`src/rtl/apb_regbank_pkg.sv`:
```
// Shared types and constants for the APB register-bank completer.
// Holds the FSM state encoding, the byte-strobe width helper and the fixed register/bit indices.
package apb_regbank_pkg;
  typedef enum logic {IDLE = 1'b0, ACCESS = 1'b1} state_t;

  localparam logic [31:0] ID_VALUE_DEFAULT = 32'hA5B0_0001;
  localparam int          REG0_IDX         = 0;
  localparam int          PRIV_BIT         = 0;
  localparam int          CNT_WIDTH        = 4;

  function automatic int strb_width(input int w);
    return (w + 7) / 8;
  endfunction
endpackage

```
`src/rtl/apb_wait_counter.sv`:
```
// Loadable down-counter that paces the wait states of an access phase.
// It stops at zero and exposes a zero flag.
module apb_wait_counter
  import apb_regbank_pkg::*;
#(
  parameter int WIDTH = CNT_WIDTH
) (
  input  logic             clk,
  input  logic             reset,
  input  logic             load,
  input  logic             dec,
  input  logic [WIDTH-1:0] load_val,
  output logic             zero
);
  logic [WIDTH-1:0] count;

  always_ff @(posedge clk or posedge reset) begin
    if (reset)                      count <= '0;
    else if (load)                  count <= load_val;
    else if (dec && count != '0)    count <= count - WIDTH'(1);
  end

  assign zero = (count == '0);
endmodule

```
`src/rtl/apb_regbank_slave.sv`:
```
// APB completer that maps one select line onto a bank of word registers.
// It supports wait states, byte strobes, a read-only ID register and a privileged upper half.
module apb_regbank_slave
  import apb_regbank_pkg::*;
#(
  parameter int          ADDR_WIDTH  = 3,
  parameter int          SEL_WIDTH   = 2,
  parameter int          SEL_INDEX   = 0,
  parameter int          WRITE_WIDTH = 32,
  parameter int          READ_WIDTH  = WRITE_WIDTH,
  parameter int          WAIT_STATES = 1,
  parameter logic [31:0] ID_VALUE    = ID_VALUE_DEFAULT,
  localparam int         STRB_WIDTH  = strb_width(WRITE_WIDTH)
) (
  input  logic                   clk,
  input  logic                   reset,
  input  logic [ADDR_WIDTH-1:0]  addr,
  input  logic [2:0]             prot,
  input  logic [SEL_WIDTH-1:0]   sel,
  input  logic                   enable,
  input  logic                   write,
  input  logic [WRITE_WIDTH-1:0] wdata,
  input  logic [STRB_WIDTH-1:0]  strb,
  output logic                   ready,
  output logic [READ_WIDTH-1:0]  rdata,
  output logic                   slv_err
);
  localparam int NREGS = 2 ** ADDR_WIDTH;
  localparam logic [ADDR_WIDTH-1:0] REG0 = ADDR_WIDTH'(REG0_IDX);

  state_t                 state;
  logic [ADDR_WIDTH-1:0]  l_addr;
  logic                   l_write, l_priv;
  logic [WRITE_WIDTH-1:0] l_wdata;
  logic [STRB_WIDTH-1:0]  l_strb;
  logic [WRITE_WIDTH-1:0] regs [NREGS];

  logic                   me, setup, cnt_zero, err;
  logic [WRITE_WIDTH-1:0] mask, cur;
  logic                   unused_bits;

  assign me          = sel[SEL_INDEX];
  assign setup       = (state == IDLE) && me && !enable;
  assign unused_bits = ^{prot, sel};

  apb_wait_counter #(.WIDTH(CNT_WIDTH)) u_wait (
    .clk      (clk),
    .reset    (reset),
    .load     (setup),
    .dec      (state == ACCESS),
    .load_val (CNT_WIDTH'(WAIT_STATES)),
    .zero     (cnt_zero)
  );

  // Everything below decodes latched state only, so no bus input reaches an output.
  assign ready   = (state == ACCESS) && cnt_zero;
  assign err     = (l_write && l_addr == REG0) || (l_addr[ADDR_WIDTH-1] && !l_priv);
  assign cur     = (l_addr == REG0) ? WRITE_WIDTH'(ID_VALUE) : regs[l_addr];
  assign rdata   = (ready && !l_write && !err) ? READ_WIDTH'(cur) : '0;
  assign slv_err = ready && err;

  // Bit-level mask so a partial top byte lane only covers the bits that exist.
  always_comb begin
    mask = '0;
    for (int b = 0; b < WRITE_WIDTH; b++) mask[b] = l_strb[b / 8];
  end

  always_ff @(posedge clk or posedge reset) begin
    if (reset) begin
      state   <= IDLE;
      l_addr  <= '0;
      l_write <= 1'b0;
      l_priv  <= 1'b0;
      l_wdata <= '0;
      l_strb  <= '0;
      for (int i = 0; i < NREGS; i++) regs[i] <= '0;
    end else begin
      case (state)
        IDLE: if (setup) begin
          state   <= ACCESS;
          l_addr  <= addr;
          l_write <= write;
          l_wdata <= wdata;
          l_strb  <= strb;
          l_priv  <= prot[PRIV_BIT];
        end
        ACCESS: begin
          if (!(me && enable)) begin
            state <= IDLE;
          end else if (ready) begin
            state <= IDLE;
            if (l_write && !err) regs[l_addr] <= (regs[l_addr] & ~mask) | (l_wdata & mask);
          end
        end
        default: state <= IDLE;
      endcase
    end
  end
endmodule

```
`config.mk`:
```
export PLATFORM = sky130hd
export DESIGN_NAME = apb_regbank_slave
export DESIGN_NICKNAME = d
export VERILOG_FILES = /design/src/rtl/apb_regbank_pkg.sv /design/src/rtl/apb_wait_counter.sv /design/src/rtl/apb_regbank_slave.sv
export SDC_FILE = /design/constraint.sdc
export NUM_CORES = 1
export LEC_CHECK = 0
export ABC_AREA = 1
export ABC_CLOCK_PERIOD_IN_PS = 19800
export CAP_MARGIN = 5
export CORE_UTILIZATION = 25
export DETAILED_ROUTE_END_ITERATION = 8
export MAX_ROUTING_LAYER = met4
export PLACE_DENSITY = 0.4
export SLEW_MARGIN = 20
export SYNTH_ARGS = -nofsm -noshare
export SYNTH_HDL_FRONTEND = slang
export SYNTH_SLANG_ARGS = --single-unit
```
`constraint.sdc`:
```
create_clock -name clk -period 19.8 [get_ports clk]
set_input_delay 2.97 -clock clk [delete_from_list [all_inputs] [get_ports clk]]
set_output_delay 2.97 -clock clk [all_outputs]
set_load 0.05 [all_outputs]
```
# Yosys cells after proc, flatten, opt, wreduce, memory -nomap -nowiden
# Cells that the tools add are included.
[totals] out_inout_bits=34 reg_bits=302 word_cells=61
[classes] muxes=14 bitwise_logic=6 addsub=1 order_cmp=2 reduce_logical=23
[op_table] operator="256-bit bitwise mux" count=1
[op_table] operator="32-bit two-way mux" count=5
[op_table] operator="32-bit binary-select mux with 3-bit select" count=1
[op_table] operator="32-bit demux with 3-bit select" count=1
[op_table] operator="32-bit bitwise AND" count=2
[op_table] operator="32-bit inverter" count=1
[op_table] operator="32-bit bitwise OR" count=1
[op_table] operator="1-bit logical AND" count=12
[op_table] operator="4-bit two-way mux" count=2
[op_table] operator="4-bit >= comparator, second input constant" count=1
[op_table] operator="1-bit logical NOT" count=4
[op_table] operator="4-bit logical NOT" count=1
[op_table] operator="4-bit by 1-bit less-than comparator with 1-bit output, second input constant" count=1
[op_table] operator="3-bit inverter with 4-bit output" count=1
[op_table] operator="4-bit AND reduction" count=1
[op_table] operator="4-bit nonzero test" count=1
[op_table] operator="4-bit by 1-bit subtractor with 4-bit output, second input constant" count=1
[op_table] operator="3-bit logical NOT" count=1
[op_table] operator="1-bit two-way mux" count=3
[op_table] operator="1-bit case mux with 2 select lines" count=1
[op_table] operator="2-bit AND reduction" count=1
[op_table] operator="2-bit nonzero test" count=1
[op_table] operator="1-bit logical OR" count=1
[op_table] operator="1-bit inverter" count=1

# Longest topological paths before layout
# Gate-level depths: netlist of the first run.
[logic_depth] ltp_word=7 depth_mapped=11 mapped_depth_nobuf=9

# Hierarchy
# Synthesis of the first run repeated with hierarchy kept, for this count alone.
[hier_totals] hier_cells=2181 area_unflattened_um2=15300.9
[modules_own_cells] mod="apb_regbank_slave" seq_area_each_um2=7457.2 n_inst=1 area_per_inst_um2=15001.9 cells_per_inst=2134
[modules_own_cells] mod="apb_wait_counter" seq_area_each_um2=100.1 n_inst=1 area_per_inst_um2=299.0 cells_per_inst=47

# Worst setup path after synthesis of the first run
# No wires, ideal clock.
[synth_path] path_kind="register to output" startpoint="register u_wait.count[0]" endpoint="output rdata[10]" stages_incl_launch_ff=8 slack_ps=14303 t_arrival_ps=2527 n_path_buf=1 path_cell_list="dfrtp_1 > inv_1 > ha_1 > nand4_2 > inv_1 > nand4_1 > clkbuf_1 > nor2_1"
[synth_via] elab_chain_cells=5
[synth_lines] element="start, declared" line_no="apb_wait_counter.sv:15" source="logic [WIDTH-1:0] count;"
[synth_lines] element="start signal, assigned" line_no="apb_wait_counter.sv:19" source="else if (load) count <= load_val;"
[synth_lines] element="start signal, assigned" line_no="apb_wait_counter.sv:20" source="else if (dec && count != '0) count <= count - WIDTH'(1);"
[synth_lines] element="4-bit logical NOT" line_no="apb_wait_counter.sv:23" source="assign zero = (count == '0);"
[synth_lines] element="1-bit logical AND" line_no="apb_regbank_slave.sv:56" source="assign ready = (state == ACCESS) && cnt_zero;"
[synth_lines] element="net ready" line_no="apb_regbank_slave.sv:24" source="output logic ready,"
[synth_lines] element="1-bit logical AND (2 in a row)" line_no="apb_regbank_slave.sv:59" source="assign rdata = (ready && !l_write && !err) ? READ_WIDTH'(cur) : '0;"
[synth_lines] element="32-bit two-way mux" line_no="apb_regbank_slave.sv:59"
[synth_lines] element="end, declared" line_no="apb_regbank_slave.sv:25" source="output logic [READ_WIDTH-1:0] rdata,"
# The timed path passes the listed nets, and every way through them passes these cells.

# Worst setup path after layout of the first run
[layout_path] startpoint="register l_addr[0]" endpoint="output rdata[26]"
[layout_via] elab_chain_cells=6 word_cells_on_any_way=11
[layout_lines] element="start, declared" line_no="apb_regbank_slave.sv:32" source="logic [ADDR_WIDTH-1:0] l_addr;"
[layout_lines] element="start signal, assigned" line_no="apb_regbank_slave.sv:81" source="l_addr <= addr;"
[layout_lines] element="3-bit inverter with 4-bit output (implied by the code) or 3-bit logical NOT (tied branches)" line_no="apb_regbank_slave.sv:58, apb_regbank_slave.sv:57"
[layout_lines] element="32-bit binary-select mux with 3-bit select or 1-bit logical AND (tied branches)" line_no="apb_regbank_slave.sv:58, apb_regbank_slave.sv:57"
[layout_lines] element="32-bit two-way mux (implied by the code) or 1-bit logical OR (tied branches)" line_no="apb_regbank_slave.sv:58, apb_regbank_slave.sv:57"
[layout_lines] element="32-bit two-way mux (implied by the code) or 1-bit logical NOT (tied branches)" line_no="apb_regbank_slave.sv:58, apb_regbank_slave.sv:59"
[layout_lines] element="32-bit two-way mux or 1-bit logical AND (tied branches)" line_no="apb_regbank_slave.sv:58, apb_regbank_slave.sv:59"
[layout_lines] element="32-bit two-way mux *" line_no="apb_regbank_slave.sv:59"
# Every way passes the cells marked *; elsewhere a longest branch is shown, timed or not. The select of a mux whose other input is x is not followed.

==> impl_results.md, run 1 <==
- Worst EP required: between 15 and 20 ns
- Ys Warns: 0
- FP Rows: 90
- CP max-delay cell: inv_4
- Total of max-cap violations: 0
- Clk Latency, worst-skew pair: 0.55 ns
- Mapped Area: 15200 µm²
- Tmin final: ~7.3 ns
- CTS max path bufs: 3
- Layout Utilization: 29.7%
- Net load switching power: 615 µW
- Seq/Total Area, Yosys: about half
- Reg power frac: 38.8%
- P per Cell Area: a little over 100 nW/µm²
- Final Hold Fails: 0
- Layout Nets: ~2200
- Clk slew on worst S/H paths: around 0.050 ns
- Layout area overhead: 17.6%
- Fmax achieved: 138 MHz
- Outcome: finished clean
- Hold depth: 0
- Final WS setup: ~13 ns
- Clock power share: 38.6%
- Final ANT Viol Nets: 0
- Flops & latches, synth: roughly 300
- PortBufs: 78
- GPL Wtd Cong: 0.743
- Synth cell types: 22
- Largest net degree at the start of global routing: 100
- DR vias/cell: between 4 and 5
- Postcts setup bufs: 0
- Overall routing resource usage: between 10% and 20%
- Critical Path Most Common Cell: nand2_1
- Global route overflow: 0
- Post-Syn Instances: 2152
- Peak supply drop: 0.0499 mV
- Area contributors post-synth: dfrtp_1 (50%), nand2_1 (23%), nand3_1 (12%), inv_1 (6.6%), clkbuf_1 (2.8%)
- Reg-to-reg endpoint: regs[94]
- Reg2Reg Depth: 8
- Most frequent cells in the layout: nand2_1 (922), nand3_1 (358), dfrtp_1 (301)
- Worst slack, placed: approximately 13 ns
- Die area: between 60000 and 70000 µm²
- Period utilization: 36.6%
- R2R Setup Slk: around 16 ns
- Critical Path Start Type: register
- Switching part of the total: 34.0%
- Critical Path End Type: output pin
- WS Path Type: reg2out
- Hold Startpoint: regs[235]
- Clock Root Buffer: clkbuf_16
- Synthesized Nets: between 2000 and 2500
- Ports: 82
- Non-Filler Instances: 2947
- Combinational Power Share: a little under a quarter
- First-pass GRT wire length: 80100 µm
- Static Leak: 0.00949 µW
- Cts repair resizes: 0
- Mapped Avg Cell Area: 7.07 µm²
- Slew headroom: 24.9%
- Initial core utilization: 25.2%
- Number of global-route vias before repair: 13000
- Fill count: 6575
- Clk sink count: 302
- Crit path DAT: 4.28 ns
- Reg2reg start: l_addr[0]
- Tot Pwr: 1810 µW
- Vias: 13100
- Worst Tran Pin Value: approximately 1.1 ns
- Placeable Area: 60200 µm²
- Biggest area consumer among synthesized cells: dfrtp_1
- Hold-fix buffers at CTS: 0
- Setup TNS: 0 ns
- Top cell type's share of synthesized area: 49.7%
- Hold Crit Class: reg2reg
- CP cell instances: inv_4 > buf_4 > nand2_1 > nand3_1 > nand2_1 > nor2_1 > a21oi_1 > clkdlybuf4s50_1
- CTS tree: built
- Final Setup Violations: 0
- Worst Skew: 0.0134 ns
- Die W: 249 µm
- Max incr delay on CP: 0.85 ns
- Cells after DPL: about 2900
- Routed len/inst: 17.6 µm
- H-tree level count: 2
- Initial antenna violation count: 0
- DR DRC count: 0
- RSZ-0062 raised after global routing: false
- Pins Over Slew Limit: 0
- TritonCTS Buffers: 39
- Die Height: between 200 and 250 µm
- Routed wire length: 51700 µm
- WHS Endpoint: regs[235]
- CP max FO: about 80
- Internal power of the cells: 1190 µW
- Pre-Repair DR Iteration Count: 5
- Share of layout cells above drive strength 1: 6.38%
- Post-DP HPWL: 28900 µm
- Commonest non-fill, non-tap cell in the layout: nand2_1
- Iteration-0 DRC count of the detailed router: 1048
[layer usage]
metal  up-vias  GRT usage, %  share of wire, %
met2       296          26.5                44
met5         -             -                 0
li1       6484             -                 -
met4         0          4.56               1.8
met3        61          2.36               4.9
met1      6304          24.2                49
[critical path: cells and delay by family, from the launching register on]
kind / cells / cell delay, ns
buffers and inverters: 3 / 2.36
DFF: 1 / 0.66
and+or+nand+nor: 4 / 0.53
AOI/OAI and AO/OA: 1 / 0.14
[synthesized netlist by cell type]
cell	number
clkbuf_1	113
nor2_2	2
inv_1	268
buf_1	11
nor3_1	1
inv_2	1
o22ai_1	1
buf_2	38
nand4_1	1
nand2_1	922
o21ai_0	14
or2_2	32
nor3_2	6
dfrtp_1	302
a21oi_1	11
ha_1	2
nand2_2	1
clkinv_1	2
nand3_1	362
nand4_2	1
nor2_1	60
nand4_4	1
[through the flow]
step	hold slack (ns)	instance area, µm²
floorplan	0.429	15200
global placement	0.365	16600
detailed placement	0.366	16600
CTS	0.378	17900
global route	0.383	17900
finish	0.373	17900
[sequential cells by signal, indices dropped and copies added, names as in the netlist]
register / flops
u_wait.count: 4
l_write: 1
l_addr: 3
state: 1
l_priv: 1
regs: 256
l_wdata: 32
l_strb: 4
[worst max-delay path by stage]
| stage | slack (ns) | end | cells after the start | startpoint |
|---|---|---|---|---|
| global route | 12.29 | rdata[30] | 8 | l_addr[0] |
| global placement | 13.02 | rdata[30] | 8 | l_addr[0] |
| detailed placement | 13.03 | rdata[30] | 8 | l_addr[0] |
| CTS | 12.44 | rdata[30] | 8 | l_addr[0] |
| finish | 12.55 | rdata[26] | 8 | l_addr[0] |
| floorplan | 8.48 | l_addr[0] | 1 | reset |
[power groups by stage]
stage / Combinational [µW] / Sequential, µW / Clock [µW]
after floorplan: 290 / 697 / 0
after global placement: 416 / 711 / 0
after detailed placement: 415 / 712 / 0
after CTS: 417 / 701 / 721
after global routing: 465 / 708 / 741
final: 410 / 701 / 698
[logic make-up (layout without fill, tap and decap cells)]
group	count (synthesis)	count (layout)	share of synthesized area (%)
simple gates	1389	1389	38.3
buf+inv	433	445	11.0
flops	302	302	49.7
compound gates	26	26	0.864
fa+ha+maj	2	2	0.165
other cells	0	1	0
[layout make-up]
| cell class | instances | area, µm² | share of cell area (%) |
|---|---|---|---|
| clock buffers | 64 | 1220 | 6.84 |
| inverters | 271 | 1030 | 5.75 |
| multi-input cells | 1417 | 6080 | 34.0 |
| repair buffers | 106 | 991 | 5.54 |
| well taps | 782 | 978 | 5.47 |
| diodes | 1 | 2.50 | 0.0140 |
| flip-flops and latches | 302 | 7560 | 42.3 |
| clock inverters | 4 | 20.0 | 0.112 |
(Power assumes the default switching activity.)
==> run 2: changes to the inputs <==
Settings changed: ABC_CLOCK_PERIOD_IN_PS 19800 to 7500.
Clock period 19.8 ns to 7.5 ns, I/O delays scaled along.
==> run 2 against run 1 <==
Net effect: worst setup slack lost 11 ns; critical path depth is 2 higher; largest power group is now the clock network; cell count about the same; global-route usage is essentially flat; final area grew 0.20%; critical endpoint is now rdata[25]; sequential power grew to 2.7 times the previous value.
==> impl_results.md, run 2 (synthesis gave the netlist of run 1 again) <==
- Antenna Cells: 0 (-1)
- Most Used Layer, Global Route: met2
- Postcts setup bufs: 0 (unchanged)
- Layout area overhead: 17.8%
- DR vias/cell: 4.46 (about the same)
- First-pass GRT wire length: 80000 µm (-0.13%)
- Worst EP required: 6.38 ns (-10.45 ns)
- Final WS setup: 1.78 ns (-10.77 ns)
- Vias: 13100 (+0.023%)
- Clk sink count: 302 (unchanged)
- Commonest non-fill, non-tap cell in the layout: nand2_1
- Routed wire length: 51300 µm (-0.90%)
- Cells after DPL: 2877 (-0.035%)
- Number of global-route vias before repair: 13100 (+0.95%)
- CTS tree: built
- Non-Filler Instances: 2946 (-0.034%)
- GPL Wtd Cong: 0.742 (-0.12%)
- Fill count: 6563 (-0.18%)
- Met1 Use GR: 23.8% (-0.40 points)
- Critical Path Start Type: register
- DR DRC count: 0 (unchanged)
- Total of max-cap violations: 0 (unchanged)
- Pre-Repair DR Iteration Count: 5 (unchanged)
- Max incr delay on CP: 0.82 ns (-0.03 ns)
- Global-route met2 utilization: 26.9% (+0.34 points)
- Worst slack, placed: 2.28 ns (-10.75 ns)
- PortBufs: 78 (unchanged)
- Worst Tran Pin Value: 1.12 ns (-0.00773 ns)
- Ports: 82 (unchanged)
- Overall routing resource usage: 17.4% (-0.046 points)
- Max FFs per register: 256 (unchanged)
- Reg2Reg Depth: 8 (unchanged)
- CP cell instances: inv_4 > buf_4 > buf_4 > nand2_1 > nand2_1 > nand2_1 > nand2_1 > nor2_1 > nor2_1 > clkdlybuf4s50_1
- Pins Over Slew Limit: 0 (unchanged)
- CP max FO: 66 (-19%)
- Layout Nets: 2187 (unchanged)
- Initial antenna violation count: 2 (+2)
- Reg2reg start: l_addr[0]
- Reg-to-reg endpoint: regs[3]
- Period utilization: 76.3%
- Cts repair resizes: 0 (unchanged)
- Routed len/inst: 17.4 µm (-0.87%)
- Hold Startpoint: regs[244]
- Global route overflow: 0 (unchanged)
- Hold Crit Class: reg2reg
- Share of layout cells above drive strength 1: 6.19% (-0.18 points)
- Slew headroom: 25.4% (+0.48 points)
- Clock Root Buffer: clkbuf_16
- Most frequent cells in the layout: nand2_1 (922), nand3_1 (362), dfrtp_1 (301)
- Clk slew on worst S/H paths: 0.05 ns (about the same)
- Critical Path End Type: output pin
- Multi-input gate area: 6050 µm² (-0.45%)
- Hold depth: 0 (unchanged)
- Static Leak: 0.00951 µW (+0.21%)
- FP Rows: 90 (unchanged)
- Die Height: 249 µm (unchanged)
- Fmax achieved: 175 MHz
- Clk Latency, worst-skew pair: 0.56 ns (about the same)
- Placeable Area: 60200 µm² (unchanged)
- Die W: 249 µm (unchanged)
- TritonCTS Buffers: 40 (+2.6%)
- Critical Path Most Common Cell: nand2_1
- CP max-delay cell: clkdlybuf4s50_1
- Worst path bufs/invs: 4 (+1)
- H-tree level count: 2 (unchanged)
- Largest Register: regs
- Crit path DAT: 4.60 ns (+0.32 ns)
- FF+latch area: 7560 µm² (unchanged)
- Final Hold Fails: 0 (unchanged)
- Final Setup Violations: 0 (unchanged)
- Met3 GRT Util: 2.51% (+0.16 points)
- WS Path Type: reg2out
- Peak supply drop: 0.152 mV (+200%)
- Biggest regs: regs x256, l_wdata x32
- WHS Endpoint: regs[244]
- Final ANT Viol Nets: 0 (unchanged)
- CTS max path bufs: 3 (unchanged)
- RSZ-0062 raised after global routing: false
- P per Cell Area: 270 nW/µm² (+170%)
- Post-DP HPWL: 28200 µm (-2.5%)
- Outcome: finished clean
- Hold-fix buffers at CTS: 0 (unchanged)
- Setup TNS: 0 ns (unchanged)
- Tmin final: 5.72 ns
- R2R Setup Slk: 3.49 ns (-12.04 ns)
- Worst Skew: 0.0220 ns (+0.00867 ns)
- Initial core utilization: 25.2% (unchanged)
- Crit path max-delay family: buffers and inverters
- Largest net degree at the start of global routing: 156 (+56%)
- Die area: 61800 µm² (unchanged)
- Iteration-0 DRC count of the detailed router: 1008 (-3.8%)
[run 2: cell count changes in the layout (fill, tap and decap cells not counted), sizes merged]
cell      change
bufinv        +1
inv           -1
buf           -1
clkinvlp      +1
diode         -1
[run 2: power by group]
group          internal [µW]  leakage [µW]  switching, µW
clock network           1150      0.000636            743
logic                    282       0.00473            781
registers               1760       0.00414            107
total                   3200       0.00951           1630
[run 2: metrics by stage]
stage	utilization [%]	hold WS (ns)	power, µW	cell area [µm²]
final	29.7	0.372	4830	17900
after CTS	29.7	0.378	4910	17900
after floorplan	-	0.429	2610	15200
after global routing	29.7	0.383	5110	17900
after global placement	27.6	0.365	2970	16600
after detailed placement	27.6	0.366	2970	16600
[run 2: final cells by class]
class / instances / area share (%)
Tap cell: 782 / 5.46
Clock buffer: 64 / 6.89
Inverter: 271 / 5.71
Timing Repair Buffer: 105 / 5.63
Sequential cell: 302 / 42.2
Multi-Input combinational cell: 1417 / 33.8
Clock inverter: 5 / 0.342
[run 2: worst max path at each step]
stage              start         to  slack, ns  cells past startpoint
2_1_floorplan      reset  l_addr[0]       2.36                      1
3_3_place_gp   l_addr[0]   rdata[6]       2.26                      9
3_5_place_dp   l_addr[0]   rdata[6]       2.28                      9
4_1_cts        l_addr[0]   rdata[6]       1.66                      9
5_1_grt        l_addr[0]   rdata[6]       1.49                      9
6_report       l_addr[0]  rdata[25]       1.78                     10
[run 2: metal layers]
layer / up-vias / wire length, µm
li1: 6474 / -
met5: - / 0
met4: 0 / 889
met2: 312 / 22700
met1: 6300 / 25100
met3: 62 / 2610
==> run 3: changes to the inputs <==
Settings changed: ABC_CLOCK_PERIOD_IN_PS 7500 to 5500.
Clock period 7.5 ns to 5.5 ns, I/O delays scaled along.
==> run 3 against run 2 <==
Net effect: register-to-register slack got worse by 1.9 ns; combinational power rose by 41%; highest routed layer unchanged; clock power rose by 35%; power rose by 36%; largest power group unchanged; critical endpoint is now rdata[19].
==> impl_results.md, run 3 (synthesis gave the netlist of run 1 again) <==
- Die W: 249 µm (unchanged)
- Cts repair resizes: 0 (unchanged)
- Initial core utilization: 25.2% (unchanged)
- Die area: 61800 µm² (unchanged)
- Final Setup Violations: 0 (unchanged)
- Vias: 13100 (-0.20%)
- Combinational Power Share: 22.7% (+0.7 points)
- Most frequent cells in the layout: nand2_1 (922), nand3_1 (362), dfrtp_1 (301)
- Worst EP required: 4.68 ns (-1.70 ns)
- Tot Pwr: 6590 µW (+36%)
- Pre-Repair DR Iteration Count: 5 (unchanged)
- Layout Nets: 2195 (+0.37%)
- Final Hold Fails: 0 (unchanged)
- PortBufs: 78 (unchanged)
- Placeable Area: 60200 µm² (unchanged)
- Biggest regs: regs x256, l_wdata x32
- CP max FO: 67 (+1.5%)
- CTS tree: built
- Static Leak: 0.00954 µW (+0.35%)
- RSZ-0062 raised after global routing: false
- Worst Tran Pin Value: 1.12 ns (+0.00723 ns)
- Internal power of the cells: 4350 µW (+36%)
- Clk slew on worst S/H paths: 0.06 ns (about the same)
- Critical Path End Type: output pin
- Post-DP HPWL: 29900 µm (+6.0%)
- Fmax achieved: 220 MHz
- WS Path Type: reg2out
- Layout area overhead: 18.1%
- Overall routing resource usage: 17.4% (about the same)
- Clock power share: 38.9% (-0.4 points)
- Largest Register: regs
- Clk sink count: 302 (unchanged)
- DR vias/cell: 4.44 (-0.47%)
- Setup TNS: 0 ns (unchanged)
- First-pass GRT wire length: 79700 µm (-0.44%)
- Final ANT Viol Nets: 0 (unchanged)
- Max incr delay on CP: 0.72 ns (-0.10 ns)
- Pins Over Slew Limit: 0 (unchanged)
- Hold Crit Class: reg2reg
- P per Cell Area: 367 nW/µm² (+36%)
- Share of layout cells above drive strength 1: 6.59% (+0.39 points)
- Outcome: finished clean
- Max FFs per register: 256 (unchanged)
- Largest net degree at the start of global routing: 140 (-10%)
- FP Rows: 90 (unchanged)
- Critical Path Start Type: register
- TritonCTS Buffers: 39 (-2.5%)
- Total of max-cap violations: 0 (unchanged)
- Peak supply drop: 0.170 mV (+12%)
- Iteration-0 DRC count of the detailed router: 1072 (+6.3%)
- Reg power frac: 38.4% (-0.3 points)
- Net load switching power: 2240 µW (+37%)
- Commonest non-fill, non-tap cell in the layout: nand2_1
- CP max-delay cell: clkdlybuf4s50_1
- Clock Root Buffer: clkbuf_16
- Routed wire length: 51600 µm (+0.64%)
- Initial antenna violation count: 2 (unchanged)
- Crit path DAT: 3.71 ns (-0.89 ns)
- Routed len/inst: 17.5 µm (+0.37%)
- Postcts setup bufs: 0 (unchanged)
- Number of global-route vias before repair: 12900 (-1.6%)
- CTS max path bufs: 3 (unchanged)
- Switching part of the total: 34.0% (+0.24 points)
- Slew headroom: 24.9% (-0.45 points)
- Period utilization: 82.5%
- Worst Skew: 0.0212 ns (-0.000862 ns)
- Hold-fix buffers at CTS: 0 (unchanged)
- Ports: 82 (unchanged)
- CP cell instances: inv_4 > buf_12 > nand2_1 > nand3_1 > nand2_1 > nor2_1 > nor2_1 > clkdlybuf4s50_1
- Clk Latency, worst-skew pair: 0.56 ns (about the same)
- Die Height: 249 µm (unchanged)
- DR DRC count: 0 (unchanged)
- GPL Wtd Cong: 0.749 (+0.98%)
- Global route overflow: 0 (unchanged)
- Tmin final: 4.54 ns
- H-tree level count: 2 (unchanged)
## run 3: stage by stage
| stage | setup WS [ns] | instances | hold WS [ns] | instance area, µm² | util, % |
|---|---|---|---|---|---|
| 6_report | 0.964 | 2954 | 0.373 | 18000 | 29.8 |
| 5_1_grt | 0.777 | 2953 | 0.384 | 18000 | 29.8 |
| 4_1_cts | 0.894 | 2953 | 0.378 | 18000 | 29.8 |
| 3_5_place_dp | 1.51 | 2886 | 0.366 | 16700 | 27.7 |
| 3_3_place_gp | 1.49 | 2886 | 0.365 | 16700 | 27.7 |
| 2_1_floorplan | 0.660 | 2152 | 0.429 | 15200 | - |
## run 3: worst max-delay path: cells and delay by family (launching register included)
kind	cells	cell delay, ns
buffers and inverters	3	1.70
flip-flops	1	0.67
AND/OR/NAND/NOR	5	0.73
## run 3: final cells by class
cell class | instances | area (µm²)
Fill cell | 6514 | 42300
Inverter | 271 | 1020
Clock inverter | 9 | 126
Antenna cell | 1 | 2.50
Clock buffer | 58 | 1130
Timing Repair Buffer | 114 | 1100
Tap cell | 782 | 978
Multi-Input combinational cell | 1417 | 6050
Sequential cell | 302 | 7560
## run 3: power groups by stage
stage	clock [µW]	sequential (µW)	combinational, µW
floorplan	0	2510	1040
global placement	0	2570	1510
detailed placement	0	2570	1510
CTS	2650	2530	1520
global route	2740	2550	1690
finish	2560	2530	1490
## run 3: final timing paths
path                       slack (ns)  startpoint  depth (start not counted)        end
setup / recovery                 0.96   l_addr[0]                          8  rdata[19]
setup reg to reg                 1.60   l_addr[0]                          8   regs[37]
max in group asynchronous        3.88       reset                          3  regs[112]
hold reg to reg                  0.37   regs[244]                          0  regs[244]
hold / removal                   0.37   regs[244]                          0  regs[244]
min in group asynchronous        0.81       reset                          3  regs[217]
## run 3: layer usage
layer | up-vias | part of all wire [%] | track usage, % | wire [µm]
li1 | 6492 | - | - | -
met1 | 6251 | 49 | 24.0 | 25100
met2 | 308 | 44 | 26.2 | 22700
met3 | 71 | 5.1 | 2.64 | 2630
met4 | 0 | 2.2 | 4.99 | 1150
met5 | - | 0 | - | 0
